`config.mk`:
```
export PLATFORM = sky130hd
export DESIGN_NAME = button_conditioner_flat
export DESIGN_NICKNAME = d
export VERILOG_FILES = /design/src/rtl/button_conditioner_if.sv /design/src/rtl/button_conditioner.sv /design/src/flat_wrapper.sv
export SDC_FILE = /design/constraint.sdc
export NUM_CORES = 1
export LEC_CHECK = 0
export BUFFER_PORTS_ARGS = -buffer_cell sky130_fd_sc_hd__buf_2
export CORE_MARGIN = 2
export CORE_UTILIZATION = 55
export DETAILED_ROUTE_END_ITERATION = 10
export PLACE_DENSITY = 0.77
export SLEW_MARGIN = 15
export SYNTH_ARGS = -nofsm -noshare
export SYNTH_HDL_FRONTEND = slang
export SYNTH_SLANG_ARGS = --single-unit
```
`constraint.sdc`:
```
create_clock -name clk -period 6.1 [get_ports clk]
set_input_delay 1.22 -clock clk [delete_from_list [all_inputs] [get_ports clk]]
set_output_delay 1.22 -clock clk [all_outputs]
set_load 0.1 [all_outputs]
```
`src/rtl/button_conditioner_if.sv`:
```
`default_nettype none
//==============================================================================
// Module : button_conditioner_if
// Brief  : Key inputs, cursor enable, press pulses and cursor position.
// Rev    : 1.0 - initial release
//==============================================================================
interface button_conditioner_if;
    logic       btn_confirm_n;
    logic [3:0] btn_mov_n;
    logic       cursor_en;
    logic       confirm_pulse;
    logic [3:0] mov_pulse;
    logic [2:0] cur_x;
    logic [2:0] cur_y;

    modport master (
        output btn_confirm_n, btn_mov_n, cursor_en,
        input  confirm_pulse, mov_pulse, cur_x, cur_y
    );

    modport slave (
        input  btn_confirm_n, btn_mov_n, cursor_en,
        output confirm_pulse, mov_pulse, cur_x, cur_y
    );
endinterface
`default_nettype wire

```
`src/rtl/button_conditioner.sv`:
```
`default_nettype none
//==============================================================================
// Module : button_conditioner
// Brief  : Synchronise/debounce push-buttons, emit press and auto-repeat
//          pulses, and maintain the 5x5 selection cursor.
// Rev    : 1.0 - initial release
//==============================================================================
module button_conditioner #(
    parameter int DEBOUNCE_CYC = 250000,
    parameter int REPEAT_DLY   = 12500000,
    parameter int REPEAT_RATE  = 5000000,
    parameter int GRID         = 5
) (
    input  wire logic           clk,
    input  wire logic           reset,
    button_conditioner_if.slave bus
);
    localparam int c_nkeys   = 5;
    localparam int c_nmov    = 4;
    localparam int c_cnt_max = (DEBOUNCE_CYC > REPEAT_DLY) ?
                               ((DEBOUNCE_CYC > REPEAT_RATE) ? DEBOUNCE_CYC : REPEAT_RATE) :
                               ((REPEAT_DLY > REPEAT_RATE) ? REPEAT_DLY : REPEAT_RATE);
    localparam int c_cnt_w   = $clog2(c_cnt_max + 1);

    localparam logic [c_cnt_w-1:0] c_db_last   = c_cnt_w'(DEBOUNCE_CYC - 1);
    localparam logic [c_cnt_w-1:0] c_dly_last  = c_cnt_w'(REPEAT_DLY - 1);
    localparam logic [c_cnt_w-1:0] c_rate_last = c_cnt_w'(REPEAT_RATE - 1);
    localparam logic [2:0]         c_cur_max   = 3'(GRID - 1);

    localparam logic [1:0] c_st_idle   = 2'd0;
    localparam logic [1:0] c_st_press  = 2'd1;
    localparam logic [1:0] c_st_hold   = 2'd2;
    localparam logic [1:0] c_st_repeat = 2'd3;

    logic [c_nkeys-1:0] w_raw_n;
    logic [c_nkeys-1:0] w_pulse;

    // Bits [3:0] are the direction keys, bit 4 is confirm.
    assign w_raw_n = {bus.btn_confirm_n, bus.btn_mov_n};

    generate
        for (genvar gi = 0; gi < c_nkeys; gi++) begin : g_key
            localparam bit c_can_repeat = (gi < c_nmov);

            logic               r_sync1;
            logic               r_sync2;
            logic               r_stable;
            logic [c_cnt_w-1:0] r_db_cnt;
            logic [c_cnt_w-1:0] r_hold_cnt;
            logic [c_cnt_w-1:0] w_hold_cnt_nxt;
            logic [1:0]         r_state;
            logic [1:0]         w_state_nxt;

            always_ff @(posedge clk) begin
                if (reset) begin
                    r_sync1    <= 1'b0;
                    r_sync2    <= 1'b0;
                    r_stable   <= 1'b0;
                    r_db_cnt   <= '0;
                    r_state    <= c_st_idle;
                    r_hold_cnt <= '0;
                end else begin
                    r_sync1 <= ~w_raw_n[gi];
                    r_sync2 <= r_sync1;
                    if (r_sync2 == r_stable) begin
                        r_db_cnt <= '0;
                    end else if (r_db_cnt == c_db_last) begin
                        r_stable <= r_sync2;
                        r_db_cnt <= '0;
                    end else begin
                        r_db_cnt <= r_db_cnt + 1'b1;
                    end
                    r_state    <= w_state_nxt;
                    r_hold_cnt <= w_hold_cnt_nxt;
                end
            end

            // r_hold_cnt counts held cycles from the press pulse, then
            // becomes the repeat-period phase once in REPEAT.
            always_comb begin
                w_state_nxt    = r_state;
                w_hold_cnt_nxt = r_hold_cnt;
                case (r_state)
                    c_st_idle: begin
                        w_hold_cnt_nxt = '0;
                        if (r_stable) begin
                            w_state_nxt = c_st_press;
                        end
                    end
                    c_st_press: begin
                        w_hold_cnt_nxt = r_hold_cnt + 1'b1;
                        w_state_nxt    = r_stable ? c_st_hold : c_st_idle;
                    end
                    c_st_hold: begin
                        if (!r_stable) begin
                            w_state_nxt = c_st_idle;
                        end else if (c_can_repeat && (r_hold_cnt == c_dly_last)) begin
                            w_state_nxt    = c_st_repeat;
                            w_hold_cnt_nxt = '0;
                        end else if (r_hold_cnt != c_dly_last) begin
                            w_hold_cnt_nxt = r_hold_cnt + 1'b1;
                        end
                    end
                    c_st_repeat: begin
                        if (!r_stable) begin
                            w_state_nxt = c_st_idle;
                        end else if (r_hold_cnt == c_rate_last) begin
                            w_hold_cnt_nxt = '0;
                        end else begin
                            w_hold_cnt_nxt = r_hold_cnt + 1'b1;
                        end
                    end
                    default: begin
                        w_state_nxt    = c_st_idle;
                        w_hold_cnt_nxt = '0;
                    end
                endcase
            end

            assign w_pulse[gi] = (r_state == c_st_press) ||
                                 ((r_state == c_st_repeat) && (r_hold_cnt == '0) && r_stable);
        end
    endgenerate

    logic       w_up;
    logic       w_dn;
    logic       w_lf;
    logic       w_rt;
    logic [2:0] r_x;
    logic [2:0] r_y;

    assign w_up = w_pulse[0];
    assign w_dn = w_pulse[1];
    assign w_lf = w_pulse[2];
    assign w_rt = w_pulse[3];

    // Opposing pulses on one axis cancel; the two axes step independently.
    always_ff @(posedge clk) begin
        if (reset) begin
            r_x <= 3'd0;
            r_y <= 3'd0;
        end else if (bus.cursor_en) begin
            if (w_up && !w_dn && (r_y != 3'd0)) begin
                r_y <= r_y - 3'd1;
            end else if (w_dn && !w_up && (r_y != c_cur_max)) begin
                r_y <= r_y + 3'd1;
            end
            if (w_lf && !w_rt && (r_x != 3'd0)) begin
                r_x <= r_x - 3'd1;
            end else if (w_rt && !w_lf && (r_x != c_cur_max)) begin
                r_x <= r_x + 3'd1;
            end
        end
    end

    assign bus.mov_pulse     = w_pulse[c_nmov-1:0];
    assign bus.confirm_pulse = w_pulse[c_nkeys-1];
    assign bus.cur_x         = r_x;
    assign bus.cur_y         = r_y;
endmodule
`default_nettype wire

```
`src/flat_wrapper.sv`:
```
// flat-port wrapper written by rule: the top's interface ports become plain ports
module button_conditioner_flat 
#(
    parameter int DEBOUNCE_CYC = 250000,
    parameter int REPEAT_DLY   = 12500000,
    parameter int REPEAT_RATE  = 5000000,
    parameter int GRID         = 5
)
  (clk, reset, bus_btn_confirm_n, bus_btn_mov_n, bus_cursor_en, bus_confirm_pulse, bus_mov_pulse, bus_cur_x, bus_cur_y);
  button_conditioner_if bus_i ();
  input  wire logic clk;
  input  wire logic reset;
  input wire logic [$bits(bus_i.btn_confirm_n)-1:0] bus_btn_confirm_n;
  input wire logic [$bits(bus_i.btn_mov_n)-1:0] bus_btn_mov_n;
  input wire logic [$bits(bus_i.cursor_en)-1:0] bus_cursor_en;
  output wire logic [$bits(bus_i.confirm_pulse)-1:0] bus_confirm_pulse;
  output wire logic [$bits(bus_i.mov_pulse)-1:0] bus_mov_pulse;
  output wire logic [$bits(bus_i.cur_x)-1:0] bus_cur_x;
  output wire logic [$bits(bus_i.cur_y)-1:0] bus_cur_y;
  assign bus_i.btn_confirm_n = bus_btn_confirm_n;
  assign bus_i.btn_mov_n = bus_btn_mov_n;
  assign bus_i.cursor_en = bus_cursor_en;
  assign bus_confirm_pulse = bus_i.confirm_pulse;
  assign bus_mov_pulse = bus_i.mov_pulse;
  assign bus_cur_x = bus_i.cur_x;
  assign bus_cur_y = bus_i.cur_y;
  button_conditioner #(.DEBOUNCE_CYC(DEBOUNCE_CYC), .REPEAT_DLY(REPEAT_DLY), .REPEAT_RATE(REPEAT_RATE), .GRID(GRID)) u_core (.clk(clk), .reset(reset), .bus(bus_i));
endmodule
```
Word-level counts from Yosys, hierarchy flattened

Cells that the tools add are included.

Equal/unequal tests: 70
Add/sub/neg operators: 14
Bitwise logic cells: 10
Muxes and demuxes: 61
Reduce and logical (&&, ||, !) cells: 64

Operators by type and width:

| operator              | count |
|---|---|
| $mux 24               | 24 |
| $pmux 24 s4           | 5 |
| $add 24x1->24 const B | 10 |
| $eq 24x18->1 const B  | 5 |
| $eq 24x23->1 const B  | 5 |
| $logic_not 24->1      | 5 |
| $ne 24x24->1 const B  | 5 |
| $eq 24x24->1 const B  | 4 |
| $mux 2                | 23 |
| $ne 2x1->1 const B    | 16 |
| $pmux 2 s4            | 4 |
| $reduce_and 3->1      | 9 |
| $eq 2x2->1 const B    | 10 |
| $logic_and 1x1->1     | 18 |
| $ne 3x3->1 const B    | 6 |
| $reduce_and 2->1      | 8 |
| $reduce_or 3->1       | 5 |
| $mux 3                | 4 |
| $ne 3x1->1 const B    | 4 |
| $eq 2x1->1 const B    | 5 |
| $logic_not 2->1       | 5 |
| $ne 2x2->1 const B    | 5 |
| $not 1->1             | 10 |
| $add 3x1->3 const B   | 2 |
| 8 further kinds       | 22 |

Register bits: 271
Output and inout bits: 11
Logic and storage cells: 251

Longest topological paths before layout

Word-level depth: 9
Mapped depth: 12
Mapped depth without buffers: 12

Worst setup path after synthesis

OpenSTA, ideal clock, no wires.

Path kind: register to register
Start point: reg u_core.g_key[2].r_hold_cnt[6]
End point: reg u_core.r_x[2], in the netlist u_core.bus.cur_x[2]
Period minus slack after synthesis: 3.035 ns
Cell stages (with the launch flop): 11
Setup slack: 3.065 ns
Library setup time: 0.119 ns
Arrival time: 2.916 ns
Buffers on the path: 0
Cell sequence: dfxtp_1 -> or4_1 -> nor4_2 -> a41o_1 -> nor2b_4 -> mux2_2 -> ha_1 -> or3b_2 -> mux2i_1 -> a211oi_1 -> o221a_2

Longest elaborated chain between the ends: 9

RTL lines:

| element                            | RTL line                  | text |
|---|---|---|
| from (decl)                        | button_conditioner.sv:49  | `logic [c_cnt_w-1:0] r_hold_cnt;` |
| from (signal assigned)             | button_conditioner.sv:74  | `r_hold_cnt <= w_hold_cnt_nxt;` |
| $logic_not 24->1 *                 | button_conditioner.sv:121 | `((r_state == c_st_repeat) && (r_hold_cnt == '0) && r_stable);` |
| $logic_and 1x1->1 * (2 in a row)   | button_conditioner.sv:121 |  |
| $logic_or 1x1->1 *                 | button_conditioner.sv:120 | `assign w_pulse[gi] = (r_state == c_st_press) \|\|` |
| net u_core.w_lf                    | button_conditioner.sv:127 | `logic w_lf;` |
| $logic_not 1->1                    | button_conditioner.sv:150 | `end else if (w_rt && !w_lf && (r_x != c_cur_max)) begin` |
| $logic_and 1x1->1 (2 in a row)     | button_conditioner.sv:150 |  |
| $reduce_bool 2->1 (no source line) | -                         |  |
| $reduce_and 2->1 (no source line)  | -                         |  |
| to (signal assigned)               | button_conditioner.sv:149 | `r_x <= r_x - 3'd1;` |
| to (signal assigned)               | button_conditioner.sv:151 | `r_x <= r_x + 3'd1;` |
| to (decl)                          | button_conditioner.sv:129 | `logic [2:0] r_x;` |

The timed path passes the listed nets; every way through them passes the cells marked *.
A chain may end at the register's enable or synchronous reset.

Worst setup path after layout

Start point: reg u_core.g_key[3].r_hold_cnt[15]
End point: out bus_mov_pulse[3]

Longest elaborated chain between the ends: 4

RTL lines:

| element                        | RTL line                  | text |
|---|---|---|
| from (decl)                    | button_conditioner.sv:49  |  |
| from (signal assigned)         | button_conditioner.sv:74  |  |
| $logic_not 24->1               | button_conditioner.sv:121 |  |
| $logic_and 1x1->1 (2 in a row) | button_conditioner.sv:121 |  |
| $logic_or 1x1->1               | button_conditioner.sv:120 |  |
| to (decl)                      | flat_wrapper.sv:17        | `output wire logic [$bits(bus_i.mov_pulse)-1:0] bus_mov_pulse;` |

No other way between the ends.

==> flow_summary.ini <==
[floorplan]
num_rows = 56
io_pins = 19
dieArea_um2 = 25300
coreArea_um2 = 23500
die_height_um = 159
die_width_um = 159
starting_density_pct = 56.3

[grt]
groute.layer.met1.usage_pct = 27.5
met2_usage_pct = 36.3
busiest_layer_in_global_routing = met2
grt_start_max_net_pins = 46
overflow = 0
grtUsageMet3_pct = 2.58
track_usage_pct = 20.9
number_of_antenna_violations_at_the_first_check_in_global_routing = 0
first_global_vias = 10500
global_route_wire_length_before_repair_um = 46900

[synth]
synth-adder-area-share_pct = 2.08
simple_gate_area_share_of_the_yosys_netlist_pct = 32.6
yosysSeqAreaShare_pct = 41.0
dominant_combinational_cell_family_by_area_after_synthesis = simple AND/OR/NAND/NOR gates
synthesis.nets = 1658
yosysWarnings = 0
asyncSetResetFlopFracSynth_pct = 0
synth_compound_area_share_pct = 9.10
synth_edf_count = 0
synthesis.area_um2 = 13200
synthesis.area_per_instance_um2 = 8.14
synthCells = 1628
post_synth_xor_area_fraction_pct = 10.9
synth.ff_latch_count = 271
yosys_most_used_dff = dfxtp_1
post_synth_num_cell_types = 75
synth.mux.area_fraction_pct = 0.954

[clock_network]
post_cts.resized_instances = 0
tritoncts = built
clkLatencyLatePin_ns = 0.54
cts_sinks = 271
cts-buffers-inserted = 29
clockRootBuffer = clkbuf_16
htree_levels = 1
max-clock-path-buffers = 3
cts.reportedPaths.clkPinSlew_ns = 0.06
post_cts.repair.setup_buffers = 0
hold_buffers = 0

[timing]
rsz_0062_raised_after_global_routing = false
timing_max_transition_violations_final = 0
post_route_skew_ns = 0.0162
setup_viol_count_final = 0
fmax_mhz = 263
report.final.hold_viol_count = 0
final_period_minus_worst_setup_slack_ns = 3.80
finalCritPeriodShare_pct = 62.4
tightest_slew_margin_relative_to_the_limit_pct = 34.1
postLayoutSetupSlackWorst_ns = 2.30
timing_worst_slew_pin_value_ns = 0.988
holdWs_ns = 0.438
fin_setup_tns_ns = 0

[layout]
area_delta_synth_final_pct = 8.98
final_layout_size_suffix_gt1_share_pct = 5.80
sequential_cell_area_um2 = 5430
antenna_cells = 0
net_count_reported_at_finish = 1647
multiInputGateArea_um2 = 7370
fillerInstances = 2097
post_layout_nonfiller_instances = 1956

[power_and_ir_drop]
report.power.total_w = 0.00354
power-per-cell-area_nw_per_um2 = 245
maximum_vdd_ir_drop_mv = 0.234
static-leakage-power_nw = 4.75

[flow_run]
cap_violations = 0

[route]
routed_wire_length_per_instance_um = 13.8
antenna_left = 0
dr.pass1.iters = 4
dr.first_iter.drc_count = 600
drt-vias-per-instance = 5.70
routed_wirelength_um = 27000
routed-via-count = 11200
route.detailed.drc = 0

[placed_design]
place_hpwl_um = 18200
pre_cts_ws_ns = 2.77
placed_cells = 1905
place.port_buffers = 18
gp_routability_congestion = 0.880

[setup_path]
worst_setup_path_start_kind = flop
worst_ep_arrival_time_ns = 2.58
cp-end-kind = output pin
worstPathRequired_ns = 4.88
max_fo_critical_path = 8
timing.setup.critical_path_class = flop to output pin

[status]
status = complete, no violations

[worst_hold_path]
hold_path_class = flop to flop
==> power breakdown <==
part,total (W),internal (W),switching [W]
sequential,0.00178,0.00177,0.00000312
clock,0.00172,0.00104,0.000685
combinational,0.0000423,0.0000111,0.0000312
total,0.00354,0.00282,0.000719
==> routing by layer <==
metal  wire length [um]  up-vias
li1                   -     5675
met1              12900     5240
met2              12500      200
met3               1090       41
met4                471        0
met5                  0        -
==> area by class of cell <==
class,instances,share of cell area (%)
multi-input cells,1248,51.1
flip-flops and latches,271,37.6
clock buffers,42,5.85
well taps,319,2.77
inverters,45,1.17
repair buffers,22,0.832
clock inverters,9,0.702
==> cells in the final DEF, fill, tap and decap left out, types with 15 or more instances in the layout <==
master	synthesis	final
nor3_1	44	44
o21ai_1	16	16
xor2_1	85	85
xnor2_1	80	80
and3_1	42	42
clkbuf_16	0	29
a21oi_1	64	64
nor4_1	39	39
o21ai_0	69	69
buf_2	10	18
or4_1	15	15
nand3_1	97	97
inv_1	45	45
dfxtp_1	271	271
ha_1	22	22
and4_1	15	15
nand4_1	60	60
nor2b_1	23	23
nand2_1	124	124
or3_1	35	35
nor2_1	282	282
==> flip-flops by register name (all words and copies together), names as in the netlist <==
register                 cells
u_core.g_key.r_stable        5
u_core.g_key.r_hold_cnt    120
u_core.g_key.r_sync1         5
u_core.bus.cur_y             3
u_core.g_key.r_sync2         5
u_core.g_key.r_db_cnt      120
u_core.g_key.r_state        10
u_core.bus.cur_x             3
==> metrics by stage <==
step | cell area [um^2] | util (%)
global route | 14400 | 61.3
finish | 14400 | 61.3
floorplan | 13200 | -
detailed placement | 13500 | 57.3
global placement | 13500 | 57.3
CTS | 14400 | 61.3
==> path summary, 6_finish.rpt <==
| check | start | endpoint | slack, ns | cells after the start |
|---|---|---|---|---|
| min reg2reg | u_core.g_key[2].r_sync1 | u_core.g_key[2].r_sync2 | 0.44 | 1 |
| min | u_core.g_key[2].r_sync1 | u_core.g_key[2].r_sync2 | 0.44 | 1 |
| max | u_core.g_key[3].r_hold_cnt[15] | bus_mov_pulse[3] | 2.30 | 4 |
| max reg2reg | u_core.g_key[2].r_hold_cnt[6] | u_core.bus.cur_x[2] | 2.85 | 10 |
==> worst max-delay path, cell delays in order, from the launching register on <==
cell and delay, ns:
dfxtp_1 0.37, or4_1 0.53, nor4_2 0.34, a31o_2 0.34
buf_2 0.47
==> synth_stat cells (3+ instances only) <==
cell type | instances | share of area (%)
nand2_1 | 124 | 3.5
or3_1 | 35 | 1.7
o21ai_1 | 16 | 0.60
xor2_1 | 85 | 5.6
nand4b_1 | 7 | 0.46
nand4_1 | 60 | 2.8
nor2_1 | 282 | 8.0
and3_1 | 42 | 2.0
mux2i_1 | 10 | 0.76
o211ai_1 | 5 | 0.28
nor2b_1 | 23 | 1.1
nor4_1 | 39 | 1.8
or4_1 | 15 | 0.85
nor4_2 | 4 | 0.38
a21oi_1 | 64 | 2.4
dfxtp_1 | 271 | 41
inv_1 | 45 | 1.3
and2_1 | 8 | 0.38
buf_1 | 4 | 0.11
o21ai_0 | 69 | 2.6
buf_4 | 4 | 0.23
ha_1 | 22 | 2.1
nor3_1 | 44 | 1.7
a41oi_1 | 3 | 0.20
nand3_1 | 97 | 3.7
clkbuf_1 | 45 | 1.3
buf_2 | 10 | 0.38
o21a_1 | 4 | 0.23
nor3b_1 | 4 | 0.23
a31oi_1 | 5 | 0.24
and4_1 | 15 | 0.99
nand2b_1 | 9 | 0.43
nand3b_1 | 9 | 0.51
nor4b_1 | 9 | 0.60
a211oi_1 | 3 | 0.17
xnor2_1 | 80 | 5.3
or2_2 | 4 | 0.19
o31ai_1 | 8 | 0.45
==> kinds of logic after synthesis <==
kind of cell,count (synthesis)
compound gates,200
xor+xnor,165
fa+ha+maj,22
buf+inv,109
flops,271
mux,12
simple gates,849
Note: power is estimated with default switching activity, not from simulation.
